$ cat src/rtl/hls_monitor_pkg.sv
// Shared definitions for the HLS deadlock monitor family.
//   mon_state_e    : detection FSM states
//   INFO_IN/OUT    : per-channel info codes for input / output streams
//   lowest_set_idx : index of the lowest set bit of vec[n-1:0], or n if none
package hls_monitor_pkg;

  typedef enum logic [1:0] {
    ST_IDLE    = 2'd0,
    ST_SUSPECT = 2'd1,
    ST_BLOCKED = 2'd2,
    ST_LATCHED = 2'd3
  } mon_state_e;

  localparam logic [1:0] INFO_IN  = 2'b10;
  localparam logic [1:0] INFO_OUT = 2'b01;

  // Widest channel vector the monitor supports.
  localparam int MAX_CHANNELS = 32;

  function automatic int lowest_set_idx(input logic [MAX_CHANNELS-1:0] vec,
                                        input int n);
    int idx;
    idx = n;
    // Scan downwards so the last hit is the lowest index.
    for (int i = MAX_CHANNELS - 1; i >= 0; i--) begin
      if ((i < n) && vec[i]) idx = i;
    end
    return idx;
  endfunction

endpackage

$ cat src/rtl/hls_monitor_priority_enc.sv
// Lowest-set-index encoder.
//   vec : N-bit request vector
//   idx : index of the lowest set bit, N when vec is all-zero
module hls_monitor_priority_enc
  import hls_monitor_pkg::*;
#(
  parameter int N = 2,
  parameter int W = $clog2(N + 1)
) (
  input  logic [N-1:0] vec,
  output logic [W-1:0] idx
);

  logic [MAX_CHANNELS-1:0] vec_ext;

  // NOTE: every signal assigned in always_comb gets a default first, so no
  // path leaves it unassigned and no latch is inferred.
  always_comb begin
    vec_ext        = '0;
    vec_ext[N-1:0] = vec;
    idx            = W'(lowest_set_idx(vec_ext, N));
  end

endmodule

$ cat src/rtl/hls_deadlock_monitor_param.sv
// Parametrised HLS deadlock monitor.
// Raises `block` once any AXIS channel is stalled, or every sub-instance is
// idle/blocked with at least one blocked, for HOLD_CYCLES consecutive cycles.
//   clock, reset (async, active-low)
//   axis_block_sigs  : per-channel stalled flag
//   inst_idle_sigs   : sub-instance idle flags
//   inst_block_sigs  : sub-instance blocked flags
//   clear            : single-cycle clear of sticky state and counters
//   axis_block_info  : 2-bit code per channel, zero while block=0
//   block            : deadlock detected (registered)
//   first_idx        : lowest blocked channel at assertion, N_AXIS if inst-only
//   block_cycles     : saturating count of cycles block has been high
module hls_deadlock_monitor_param
  import hls_monitor_pkg::*;
#(
  parameter int                N_AXIS      = 2,
  parameter int                N_INST      = 1,
  parameter logic [N_AXIS-1:0] CHAN_DIR    = N_AXIS'(2'b10),
  parameter int                HOLD_CYCLES = 1,
  parameter bit                STICKY      = 1'b0,
  parameter int                CNT_W       = 16,
  parameter int                IDX_W       = $clog2(N_AXIS + 1)
) (
  input  logic                                clock,
  input  logic                                reset,
  input  logic [N_AXIS-1:0]                   axis_block_sigs,
  input  logic [((N_INST > 0) ? N_INST : 1)-1:0] inst_idle_sigs,
  input  logic [((N_INST > 0) ? N_INST : 1)-1:0] inst_block_sigs,
  input  logic                                clear,
  output logic [2*N_AXIS-1:0]                 axis_block_info,
  output logic                                block,
  output logic [IDX_W-1:0]                    first_idx,
  output logic [CNT_W-1:0]                    block_cycles
);

  localparam int RUN_W = $clog2(HOLD_CYCLES + 1);

  mon_state_e         state_q, state_nxt;
  logic [RUN_W-1:0]   run_q;
  logic               inst_all, cand, trig, run_sat;
  logic               block_q, block_nxt, enter_blocked, info_load;
  logic [2*N_AXIS-1:0] info_d, info_q;
  logic [IDX_W-1:0]   pe_idx, first_idx_q;
  logic [CNT_W-1:0]   cycles_q;

  // ---------------------------------------------------------------- candidate
  if (N_INST > 0) begin : g_inst
    assign inst_all = (|inst_block_sigs) & (&(inst_block_sigs | inst_idle_sigs));
  end else begin : g_no_inst
    assign inst_all = 1'b0;
  end

  assign cand    = (|axis_block_sigs) | inst_all;
  assign run_sat = (int'(run_q) >= HOLD_CYCLES);
  // The current candidate cycle counts towards the hold, hence run+1.
  assign trig    = cand & ((int'(run_q) + 1) >= HOLD_CYCLES);

  // NOTE: sequential state uses non-blocking assignments so every register
  // samples pre-edge values regardless of process ordering.
  always_ff @(posedge clock or negedge reset) begin
    if (!reset)               run_q <= '0;
    else if (clear || !cand)  run_q <= '0;
    else if (!run_sat)        run_q <= run_q + RUN_W'(1);
  end

  // ---------------------------------------------------------------- FSM
  always_ff @(posedge clock or negedge reset) begin
    if (!reset) state_q <= ST_IDLE;
    else        state_q <= state_nxt;
  end

  always_comb begin
    state_nxt = state_q;
    if (clear) begin
      // Clear beats a simultaneous trigger; a live candidate while leaving
      // LATCHED resumes suspicion instead of dropping to idle.
      state_nxt = ((state_q == ST_LATCHED) && cand) ? ST_SUSPECT : ST_IDLE;
    end else begin
      case (state_q)
        ST_IDLE:    if (trig) state_nxt = ST_BLOCKED;
                    else if (cand) state_nxt = ST_SUSPECT;
        ST_SUSPECT: if (!cand) state_nxt = ST_IDLE;
                    else if (trig) state_nxt = ST_BLOCKED;
        ST_BLOCKED: if (!cand) state_nxt = STICKY ? ST_LATCHED : ST_IDLE;
        ST_LATCHED: state_nxt = ST_LATCHED;
        default:    state_nxt = ST_IDLE;
      endcase
    end
  end

  always_comb begin
    block_nxt     = (state_nxt == ST_BLOCKED) || (state_nxt == ST_LATCHED);
    enter_blocked = (state_nxt == ST_BLOCKED) &&
                    ((state_q == ST_IDLE) || (state_q == ST_SUSPECT));
    // Freezing also covers the entry edge into LATCHED: the inputs in that
    // cycle are already quiet and would wipe the evidence.
    info_load     = (state_nxt != ST_LATCHED);
  end

  // ---------------------------------------------------------------- datapath
  for (genvar i = 0; i < N_AXIS; i++) begin : g_info
    assign info_d[2*i +: 2] = axis_block_sigs[i] ? (CHAN_DIR[i] ? INFO_OUT : INFO_IN)
                                                 : 2'b00;
  end

  hls_monitor_priority_enc #(
    .N (N_AXIS),
    .W (IDX_W)
  ) u_first_enc (
    .vec (axis_block_sigs),
    .idx (pe_idx)
  );

  always_ff @(posedge clock or negedge reset) begin
    if (!reset) begin
      block_q     <= 1'b0;
      info_q      <= '0;
      first_idx_q <= '0;
      cycles_q    <= '0;
    end else begin
      block_q <= block_nxt;
      if (info_load) info_q <= info_d;

      if (clear)              first_idx_q <= '0;
      else if (enter_blocked) first_idx_q <= pe_idx;

      // Counts cycles with block high: 1 on the rising edge, then +1 for
      // every further cycle block stays high.
      if (clear)                                    cycles_q <= '0;
      else if (enter_blocked)                       cycles_q <= CNT_W'(1);
      else if (block_q && block_nxt && (cycles_q != '1)) cycles_q <= cycles_q + CNT_W'(1);
    end
  end

  assign block           = block_q;
  assign axis_block_info = block_q ? info_q : '0;
  assign first_idx       = first_idx_q;
  assign block_cycles    = cycles_q;

endmodule

$ cat config.mk
export PLATFORM = sky130hd
export DESIGN_NAME = hls_deadlock_monitor_param
export DESIGN_NICKNAME = d
export VERILOG_FILES = /design/src/rtl/hls_monitor_pkg.sv /design/src/rtl/hls_monitor_priority_enc.sv /design/src/rtl/hls_deadlock_monitor_param.sv
export SDC_FILE = /design/constraint.sdc
export NUM_CORES = 1
export LEC_CHECK = 0
export BUFFER_PORTS_ARGS = -buffer_cell sky130_fd_sc_hd__buf_2
export CAP_MARGIN = 10
export CORE_MARGIN = 4
export CORE_UTILIZATION = 53
export CTS_CLUSTER_SIZE = 20
export DETAILED_ROUTE_END_ITERATION = 10
export PLACE_DENSITY = 0.77
export SYNTH_ARGS = -nofsm -noshare
export SYNTH_HDL_FRONTEND = slang
export SYNTH_SLANG_ARGS = --single-unit
$ cat constraint.sdc
create_clock -name clock -period 2.4 [get_ports clock]
set_input_delay 0.24 -clock clock [delete_from_list [all_inputs] [get_ports clock]]
set_output_delay 0.24 -clock clock [all_outputs]
set_load 0.02 [all_outputs]
==> summary.md, run 1 <==
| Metric | Value |
|---|---|
| TritonCTS Buffers | `3` |
| Worst-Margin Slew | `0.685 ns` |
| Distinct cells, synth | `40` |
| Largest net degree at the start of global routing | `24` |
| VDD IR max | `between 0.2 and 0.3 mV` |
| GPL Wtd Cong | `a little over 0.8` |
| EDFF count, synth | `0` |
| Effective utilization at floorplan | `56.0%` |
| IO Count | `30` |
| Top FF cell, synth | `dfrtp_1` |
| Placed cells | `200` |
| Critical Path Source Type | `register` |
| YS warnings | `0` |
| Detailed placer's ending HPWL | `2250 um` |
| Pwr per Cell Area | `420 nW/um^2` |
| Drt via density | `6.15` |
| Share of the synthesized area in the top cell type | `41.1%` |
| Critical path depth | `5` |
| CTS tree | `done` |
| DRT antenna net count | `0` |
| Clock Path Buffers | `2` |
| Reg-to-reg setup timing slack | `~0.45 ns` |
| Outcome | `complete, no violations` |
| Via Count | `1260` |
| Critical Path RT | `2.64 ns` |
| Core Footprint | `2500 um^2` |
| Layout Nets | `184` |
| MaxCap Viol Count | `0` |
| Beginning of the worst register-to-register path | `block_cycles[0]` |
| Placed Area | `between 1500 and 2000 um^2` |
| Total grt overflow | `0` |
| Synth area leaders | `dfrtp_1 41%, mux2i_1 7.1%, a21oi_1 4.6%` |
| Crit. End Element | `register` |
| Post-CTS setup buffer count | `0` |
| First-pass GRT wire length | `around 5000 um` |
| Chip height | `59.4 um` |
| Reg clk slew, reported paths | `0.12 ns` |
| CP Launch Point | `block_cycles[0]` |
| R2R cell count | `5` |
| Critical path class | `register to register` |
| Total clock sinks | `23` |
| Die X | `59.4 um` |
| Hold Crit Depth | `2` |
| Routed WL | `3090 um` |
| CP max stage delay | `0.47 ns` |
| Htree depth | `1` |
| Fin crit period | `roughly 2 ns` |
| P_leak | `around 0.68 nW` |
| Area grow syn2layout | `12.7%` |
| Worst path cell trace | `ha_1 > nand2_1 > or3_4 > or4_1 > a21oi_1` |
| Site row count | `18` |
| Final Cycle Share | `81.2%` |
| First DRT Iteration DRCs | `46` |
| Area leader, netlist | `dfrtp_1` |
| Initial antenna violation count | `0` |
| Die area | `between 3000 and 4000 um^2` |
| Delay-heaviest family, CP | `simple AND/OR/NAND/NOR gates` |
| Syn Inst Count | `147` |
| DRC | `0` |
| Worst Setup EP | `block_cycles[10]` |
| Slew HR | `53.9%` |
| Buffers & Inverters on Critical Path | `0` |
| Critical Path AT | `approximately 2.2 ns` |
| Drt first pass iters | `4` |
| Avg WL per Cell | `between 15 and 20 um` |
| CTS resizes | `0` |
| Ant. Diodes | `0` |
| Synth Cell Area | `1400 um^2` |
| Share of cells above drive strength 1 | `25.7%` |
| Hold buffers post-CTS | `1` |
| Final Cell Area | `1580 um^2` |
| Worst path slowest cell | `or4_1` |
| Vias in the first global route | `between 1000 and 1500` |
| Hold Fails Final Rpt | `0` |
| Reg2reg end | `block_cycles[10]` |
| Root buf cell | `clkbuf_4` |
| Ys async rst share | `100%` |
| Number of port buffers | `26` |
| Unrepaired setup endpoints after global routing | `no` |
| Setup TNS Final | `0 ns` |
| Hold crit path type | `input pin to register` |
| Sequential share of the synthesized area | `41.1%` |
| Syn Area/Cell | `about 9.5 um^2` |
| Clock latency on the worst-skew pair | `a little over 0.3 ns` |
| Seq cells post-synth | `23` |
| Commonest non-fill, non-tap cell in the layout | `buf_2` |
| Max Transition Viols Final | `0` |
| Top fanout value on the critical path | `5` |
| Clk_skew | `0.00823 ns` |
| Peak Freq | `0.513 GHz` |
| Final Setup Violations | `0` |
| Commonest cells after routing, fill and taps aside | `26 x buf_2, 23 x dfrtp_1, 16 x nand2_1` |
| Fin cells | `205` |
| Gr usage total | `18.2%` |
cells in the mapped netlist, drive strengths merged, types with 2 or more instances:
master,count
a2111oi,3
a211oi,7
a21oi,13
and2,2
and3,5
buf,7
dfrtp,23
inv,2
mux2,2
mux2i,10
nand2,17
nand2b,9
nand3,10
nand4,4
nor2,5
nor3,3
nor4,3
o31ai,3
or3,2
or4,3
or4b,2
through the flow:
step / util [%] / power, mW / hold slack (ns) / worst slack [ns]
3_3_place_gp: 61.7 / 0.485 / 0.230 / 0.552
2_1_floorplan: - / 0.464 / -0.0556 / 0.494
6_report: 63.1 / 0.663 / 0.203 / 0.452
3_5_place_dp: 61.7 / 0.489 / 0.246 / 0.518
4_1_cts: 63.1 / 0.667 / 0.187 / 0.478
5_1_grt: 63.1 / 0.695 / 0.175 / 0.327
where the power goes:
part | total (mW) | internal (mW) | switching (mW) | leakage [nW]
Combinational | 0.0798 | 0.0260 | 0.0539 | 0.353
Clock | 0.181 | 0.0649 | 0.116 | 0.0150
Sequential | 0.402 | 0.395 | 0.00737 | 0.310
Total | 0.663 | 0.486 | 0.177 | 0.678
layer usage:
metal	vias up	global-route usage [%]	wire length (um)	part of all wire (%)
met1	597	24.4	1390	45
met3	4	2.83	202	6.5
met5	-	0	0	0
met4	0	4.85	29	0.94
met2	51	30.3	1470	47
li1	608	-	-	-
how the worst min path moves through the flow:
stage          startpoint               end
2_1_floorplan       reset             block
3_3_place_gp        reset  block_cycles[12]
3_5_place_dp        reset  block_cycles[10]
4_1_cts             clear             block
5_1_grt             clear             block
6_report            clear             block
layout make-up:
cell class / count / area, um^2
Clock buffer: 4 / 26.3
Inverter: 2 / 7.51
Multi-Input combinational cell: 115 / 761
Timing Repair Buffer: 31 / 170
Sequential cell: 23 / 576
Fill cell: 205 / 922
Tap cell: 30 / 37.5
registers in the layout (all words and copies together), names as in the netlist:
| signal | flops |
|---|---|
| block_cycles | 16 |
| state_q | 2 |
| first_idx | 2 |
| block | 1 |
| info_q | 2 |
worst reg2reg max path, delay by kind of cell, from the launching register on:
family	cells	cell delay, ns
AO/OA/AOI/OAI	1	0.15
adder cells (fa/ha/maj)	1	0.25
flip-flops	1	0.42
AND/OR/NAND/NOR	3	1.06
kinds of logic after synthesis:
kind of cell               Yosys count  share of synthesized area, %
and+or+nand+nor                     67                          28.2
muxes                               12                          8.76
AOI/OAI and AO/OA                   33                          15.9
DFF                                 23                          41.1
adders and majority gates            1                         0.894
buffers and inverters               10                          4.83
other                                1                         0.268
Note: power is estimated with default switching activity, not from simulation.
==> inputs of run 2 (changes only) <==
ABC_AREA = 1   (was default)
CORE_UTILIZATION = 48   (was 53)
PLACE_DENSITY = 0.74   (was 0.77)
clock period = 1.64 ns   (was 2.4 ns; I/O delays follow)
==> run 2 against run 1 <==
Maximum frequency increased by 24%. Sequential power grew 47%. Clock skew about the same. Sequential share of layout area decreased by 1.1 points. Clock power increased by 45%. Synthesized cell count is 25% higher. Register-to-register slack got worse by 0.38 ns. First-iteration DRC count shrank 35%. Largest cell class unchanged.
==> summary.md, run 2 <==
| Metric | Value |
|---|---|
| Min-Delay Endpoint | `first_idx[0]` |
| First-pass GRT wire length | `4820 um (-3.4%)` |
| Vias in the first global route | `1134 (+1.9%)` |
| Core Footprint | `2730 um^2 (+9.4%)` |
| Slew HR | `66.6% (+13 points)` |
| Post-place setup slack | `0.0302 ns (-0.487 ns)` |
| Total design power | `1.01 mW (+52%)` |
| Top fanout value on the critical path | `5 (unchanged)` |
| R2R cell count | `11 (+6)` |
| Final Cycle Share | `95.9% (+15 points)` |
| Placed Area | `1570 um^2 (+2.0%)` |
| Total clock sinks | `23 (unchanged)` |
| Reg-to-reg setup timing slack | `0.07 ns (-0.38 ns)` |
| Area grow syn2layout | `19.6%` |
| Clock Path Buffers | `2 (unchanged)` |
| Number of port buffers | `26 (unchanged)` |
| Wire length on met3 | `127 um (-37%)` |
| Detailed placer's ending HPWL | `2180 um (-2.8%)` |
| # fillers | `261 (+27%)` |
| Post-synth top cells | `53 x nand2_1, 23 x dfrtp_1, 22 x nor2_1` |
| Routed WL | `2890 um (-6.3%)` |
| Psw | `0.275 mW (+55%)` |
| Placed cells | `248 (+24%)` |
| Syn Area/Cell | `7.39 um^2 (-22%)` |
| Fin crit period | `1.57 ns (-0.376 ns)` |
| Drt first pass iters | `4 (unchanged)` |
| Synth area leaders | `dfrtp_1 42%, nand2_1 15%, nor2_1 6.1%` |
| Synth Area in Simple Gates | `37.5% (+9.3 points)` |
| Layout Nets | `232 (+26%)` |
| Worst hold start | `axis_block_sigs[0]` |
| Hold Crit Depth | `2 (unchanged)` |
| Metal-1 WL | `1410 um (+1.6%)` |
| Peak Freq | `0.636 GHz (+24%)` |
| Clk pwr share | `26.1% (-1.2 points)` |
| Clock latency on the worst-skew pair | `0.32 ns (about the same)` |
| Top routing layer in use | `met4` |
| Hold crit path type | `input pin to register` |
| Commonest non-fill, non-tap cell in the layout | `nand2_1` |
| Reg clk slew, reported paths | `0.12 ns (about the same)` |
| Die area | `3750 um^2 (+6.3%)` |
| Root buf cell | `clkbuf_4` |
| Effective utilization at floorplan | `49.7% (-6.3 points)` |
| MaxCap Viol Count | `0 (unchanged)` |
| Critical Path RT | `1.89 ns (-0.75 ns)` |
| Initial antenna violation count | `0 (unchanged)` |
| Reg2reg end | `block_cycles[15]` |
| Fin cells | `254 (+24%)` |
| Synth Area in XOR/XNOR | `1.29% (+1.3 points)` |
| First DRT Iteration DRCs | `30 (-35%)` |
| VDD IR max | `0.667 mV (+140%)` |
| Die X | `61.2 um (+3.1%)` |
| Setup TNS Final | `0 ns (unchanged)` |
| Site row count | `19 (+1)` |
| Avg WL per Cell | `11.4 um (-24%)` |
| Clk_skew | `0.00777 ns (-0.000452 ns)` |
| Sequential power share | `58.4% (-2.3 points)` |
| Comb pwr share | `15.5% (+3.5 points)` |
| EDFF count, synth | `0 (unchanged)` |
| Post-layout util | `59.5% (-3.6 points)` |
| Max reg flops | `16 (unchanged)` |
| Sequential share of the synthesized area | `42.3% (+1.2 points)` |
| Critical path class | `register to register` |
| Sw frac | `27.3% (+0.54 points)` |
| Most numerous cell in the Yosys netlist | `nand2_1` |
| Compound-Gate Fraction of Synth Area | `7.08% (-8.8 points)` |
| Critical Path AT | `1.82 ns (-0.37 ns)` |
| Pwr per Cell Area | `620 nW/um^2 (+48%)` |
| Worst-Margin Slew | `0.501 ns (-0.184 ns)` |
| Share of the synthesized area in the top cell type | `42.3% (+1.2 points)` |
| P_leak | `0.859 nW (+27%)` |
| TritonCTS Buffers | `3 (unchanged)` |
| Seq cells post-synth | `23 (unchanged)` |
| YS warnings | `0 (unchanged)` |
| Hold Fails Final Rpt | `0 (unchanged)` |
| Chip height | `61.2 um (+3.1%)` |
| Int Pwr | `0.734 mW (+51%)` |
| DR WL met2 | `1340 um (-8.7%)` |
| Final hold slack | `0.0632 ns (-0.140 ns)` |
| GPL Wtd Cong | `0.846 (+4.8%)` |
| Crit. End Element | `register` |
| DRC | `0 (unchanged)` |
| Share of cells above drive strength 1 | `26.0% (+0.29 points)` |
| Htree depth | `1 (unchanged)` |
| Final Cell Area | `1630 um^2 (+3.1%)` |
| Post-CTS setup buffer count | `0 (unchanged)` |
| Outcome | `complete, no violations` |
| Syn Inst Count | `184 (+25%)` |
| Total grt overflow | `0 (unchanged)` |
| IO Count | `30 (unchanged)` |
| CP Launch Point | `block_cycles[0]` |
| Ys async rst share | `100% (unchanged)` |
| Commonest cells after routing, fill and taps aside | `52 x nand2_1, 27 x buf_2, 23 x dfrtp_1` |
| Setup slack after layout | `0.0679 ns (-0.384 ns)` |
| Distinct cells, synth | `26 (-35%)` |
| Via Count | `1261 (+0.079%)` |
| Drt via density | `4.96 (-19%)` |
| Largest net degree at the start of global routing | `24 (unchanged)` |
| Top FF cell, synth | `dfrtp_1` |
| Area leader, netlist | `dfrtp_1` |
| Synth Cell Area | `1360 um^2 (-2.9%)` |
| Critical Path Source Type | `register` |
| Beginning of the worst register-to-register path | `block_cycles[0]` |
| Unrepaired setup endpoints after global routing | `yes` |
| Gr usage total | `17.3% (-0.90 points)` |
| Final Setup Violations | `0 (unchanged)` |
| Ant. Diodes | `0 (unchanged)` |
| DRT antenna net count | `0 (unchanged)` |
| Multiplexer share of the synthesized area | `0.828% (-7.9 points)` |
| Max Transition Viols Final | `0 (unchanged)` |
| Adder-Cell Fraction of Synth Area | `0.920% (+0.026 points)` |
| CTS tree | `done` |
| Largest family of logic cells by synthesized area | `simple AND/OR/NAND/NOR gates` |
## run 2: cell count changes after synthesis, moves of 4 or more
cell	before	now
nand2b_1	9	0
nand2_1	16	53
a21oi_1	13	7
and3_1	4	0
o21ai_0	1	7
a211oi_1	7	0
mux2i_1	10	0
nor2_1	5	22
nand3_1	9	15
nor2_2	0	4
inv_1	2	20
## run 2: area by class of cell
type | count | area [um^2] | share of cell area, %
timing repair buffer | 40 | 243 | 14.9
multi-input combinational | 134 | 661 | 40.6
clock buffer | 4 | 26.3 | 1.62
tap | 31 | 38.8 | 2.38
inverter | 22 | 82.6 | 5.08
sequential | 23 | 576 | 35.4
## run 2: cells by family after synthesis
| family | count (synthesis) |
|---|---|
| AOI/OAI and AO/OA | 18 |
| xor gates and xnor gates | 2 |
| adders and majority gates | 1 |
| buffers and inverters | 28 |
| DFF | 23 |
| muxes | 1 |
| other | 1 |
| and+or+nand+nor | 110 |
## run 2: how the worst max path moves through the flow
stage               cells past startpoint          endpoint  slack, ns
floorplan                               9   block_cycles[5]       0.03
global placement                       11  block_cycles[15]       0.08
detailed placement                     11  block_cycles[15]       0.03
CTS                                    11  block_cycles[15]    0.00005
global route                            9  block_cycles[14]      -0.02
finish                                 11  block_cycles[15]       0.07
## run 2: layer usage
layer,up-vias,track usage (%)
met1,571,23.8
li1,665,-
met5,-,0
met3,2,4.40
met2,23,27.5
met4,0,3.72
## run 2: critical path, cell delays in order (launching register included)
cell and delay [ns]:
dfrtp_1 0.40, ha_2 0.20, nand2_2 0.09, nor2_2 0.06, nand2_2 0.10, nor2_4 0.05
nor2_4 0.19, buf_6 0.15, nand3_1 0.07, nand2_1 0.07, inv_1 0.03, nor2_1 0.10
## run 2: power groups by stage
stage | Clock (mW) | Sequential (mW) | Combinational, mW
after floorplan | 0 | 0.613 | 0.0813
after global placement | 0 | 0.599 | 0.150
after detailed placement | 0 | 0.599 | 0.152
after CTS | 0.274 | 0.589 | 0.154
after global routing | 0.304 | 0.591 | 0.176
final | 0.263 | 0.589 | 0.157
## run 2: repair_timing
item	4_1_cts	5_1_grt
gates resized for setup	0	5
hold endpoints to repair	23	0
endpoints found under the setup margin	0	14
hold buffers	1	0
==> inputs of run 3 (changes only) <==
REMOVE_ABC_BUFFERS = 1   (was default)
==> run 3 against run 2 <==
Combinational power is essentially flat. Count of clock-buffer cells in the layout is 1 lower. Wire length is 3.4% higher. Global-route usage up 0.20 points. First-iteration DRC count increased by 30%. Total power grew 0.45%. Utilization increased by 0.41 points. Final cell count is the same. Hold slack lost 0.0019 ns. Worst setup slack gained 0.026 ns. Maximum frequency up 1.6%. Sequential share of layout area is 0.24 points lower. Critical path type unchanged.
==> summary.md, run 3 (synthesis gave the netlist of run 2 again) <==
| Metric | Value |
|---|---|
| Seq. cell area | `576 um^2 (unchanged)` |
| Vias in the first global route | `1115 (-1.7%)` |
| Root buf cell | `clkbuf_4` |
| Multi-input gate area | `671 um^2 (+1.5%)` |
| Die X | `61.2 um (unchanged)` |
| Reg-to-reg setup timing slack | `0.09 ns (+0.03 ns)` |
| Clk_skew | `0.00212 ns (-0.00565 ns)` |
| Pwr per Cell Area | `619 nW/um^2 (-0.24%)` |
| Commonest non-fill, non-tap cell in the layout | `nand2_1` |
| Number of port buffers | `26 (unchanged)` |
| Drt first pass iters | `4 (unchanged)` |
| Post-layout util | `59.9% (+0.41 points)` |
| Hold Crit Depth | `2 (unchanged)` |
| P_leak | `0.877 nW (+2.1%)` |
| Placed cells | `248 (unchanged)` |
| Reg2reg end | `block_cycles[9]` |
| DRC | `0 (unchanged)` |
| Min-Delay Endpoint | `first_idx[0]` |
| MaxCap Viol Count | `0 (unchanged)` |
| Outcome | `complete, no violations` |
| Critical Path AT | `1.77 ns (-0.05 ns)` |
| CP Launch Point | `block_cycles[1]` |
| Drt via density | `4.98 (+0.40%)` |
| Hold crit path type | `input pin to register` |
| Clock Path Buffers | `2 (unchanged)` |
| Total clock sinks | `23 (unchanged)` |
| Detailed placer's ending HPWL | `2250 um (+3.2%)` |
| Effective utilization at floorplan | `49.7% (unchanged)` |
| Layout Nets | `232 (unchanged)` |
| Hold Fails Final Rpt | `0 (unchanged)` |
| Area grow syn2layout | `20.4%` |
| Share of cells above drive strength 1 | `26.5% (+0.45 points)` |
| Fin crit period | `1.55 ns (-0.0255 ns)` |
| Worst-Margin Slew | `0.513 ns (+0.0121 ns)` |
| Reg clk slew, reported paths | `0.12 ns (about the same)` |
| Core Footprint | `2730 um^2 (unchanged)` |
| Fin cells | `254 (unchanged)` |
| DRT antenna net count | `0 (unchanged)` |
| Gr usage total | `17.5% (+0.20 points)` |
| Top fanout value on the critical path | `5 (unchanged)` |
| VDD IR max | `0.620 mV (-7.0%)` |
| Final Cycle Share | `94.3% (-1.6 points)` |
| Chip height | `61.2 um (unchanged)` |
| Critical Path RT | `1.86 ns (-0.03 ns)` |
| Largest net degree at the start of global routing | `24 (unchanged)` |
| Critical Path Source Type | `register` |
| Via Count | `1266 (+0.40%)` |
| Clock latency on the worst-skew pair | `0.32 ns (about the same)` |
| IO Count | `30 (unchanged)` |
| Slew HR | `65.8% (-0.81 points)` |
| # fillers | `269 (+3.1%)` |
| Post-CTS setup buffer count | `0 (unchanged)` |
| Critical path class | `register to register` |
| Max Transition Viols Final | `0 (unchanged)` |
| First DRT Iteration DRCs | `39 (+30%)` |
| TritonCTS Buffers | `3 (unchanged)` |
| CTS tree | `done` |
| Total design power | `1.01 mW (+0.45%)` |
| Site row count | `19 (unchanged)` |
| Commonest cells after routing, fill and taps aside | `52 x nand2_1, 27 x buf_2, 23 x dfrtp_1` |
| Peak Freq | `0.647 GHz (+1.6%)` |
| GPL Wtd Cong | `0.834 (-1.5%)` |
| Die area | `3750 um^2 (unchanged)` |
| Unrepaired setup endpoints after global routing | `no` |
| Setup TNS Final | `0 ns (unchanged)` |
| Worst hold start | `axis_block_sigs[0]` |
| Final Setup Violations | `0 (unchanged)` |
| Routed WL | `2990 um (+3.4%)` |
| R2R cell count | `10 (-1)` |
| Max reg flops | `16 (unchanged)` |
| Initial antenna violation count | `0 (unchanged)` |
| Crit. End Element | `register` |
| Avg WL per Cell | `11.8 um (+3.4%)` |
| Ant. Diodes | `0 (unchanged)` |
| First-pass GRT wire length | `4850 um (+0.56%)` |
| Total grt overflow | `0 (unchanged)` |
| Htree depth | `1 (unchanged)` |
| Beginning of the worst register-to-register path | `block_cycles[1]` |
[run 3: layer usage]
metal	global-route usage (%)	up-vias	share of wire (%)
met5	0	-	0
met4	4.64	0	0.87
met1	23.9	565	46
li1	-	664	-
met3	5.45	4	6.1
met2	26.9	33	47
[run 3: per-stage QoR]
stage | hold slack, ns | worst slack (ns) | area [um^2]
4_1_cts | 0.0529 | 0.0199 | 1610
3_3_place_gp | 0.166 | 0.0700 | 1570
6_report | 0.0613 | 0.0934 | 1640
2_1_floorplan | -0.132 | -0.0132 | 1310
5_1_grt | 0.0445 | 0.00117 | 1640
3_5_place_dp | 0.168 | 0.0303 | 1570
[run 3: what timing repair did]
| action | CTS | global route |
|---|---|---|
| cloned | 0 | 1 |
| hold buffers | 1 | 0 |
| endpoints found under the setup margin | 1 | 15 |
| resized for setup | 1 | 6 |
| pin swaps | 0 | 5 |
| endpoints found under the hold margin | 23 | 0 |
[run 3: worst max path at each step]
stage / endpoint / slack (ns)
2_1_floorplan: block_cycles[4] / -0.01
3_3_place_gp: block_cycles[15] / 0.07
3_5_place_dp: block_cycles[15] / 0.03
4_1_cts: block_cycles[4] / 0.02
5_1_grt: block_cycles[5] / 0.001
6_report: block_cycles[9] / 0.09
[run 3: area by class of cell]
| type | instances | share of cell area [%] |
|---|---|---|
| multi-input cells | 134 | 40.9 |
| flip-flops and latches | 23 | 35.1 |
| repair buffers | 40 | 14.8 |
| inverters | 22 | 5.04 |
| well taps | 31 | 2.37 |
| clock buffers | 3 | 1.38 |
| clock inverters | 1 | 0.306 |
[run 3: where the power goes]
part / switching, mW / leakage (nW) / internal, mW / total [mW]
sequential: 0.00821 / 0.310 / 0.580 / 0.589
clock: 0.175 / 0.0177 / 0.0914 / 0.266
combinational: 0.0998 / 0.549 / 0.0588 / 0.159
[run 3: worst max-delay path, stage by stage (launching register included)]
cell and delay (ns):
dfrtp_1 0.40, ha_2 0.22, nand2_4 0.09, nor2_4 0.04, nand2_2 0.10, nor2_4 0.05
nor2_4 0.17, buf_2 0.19, nand3_1 0.08, nand2_1 0.07, nor2_1 0.03
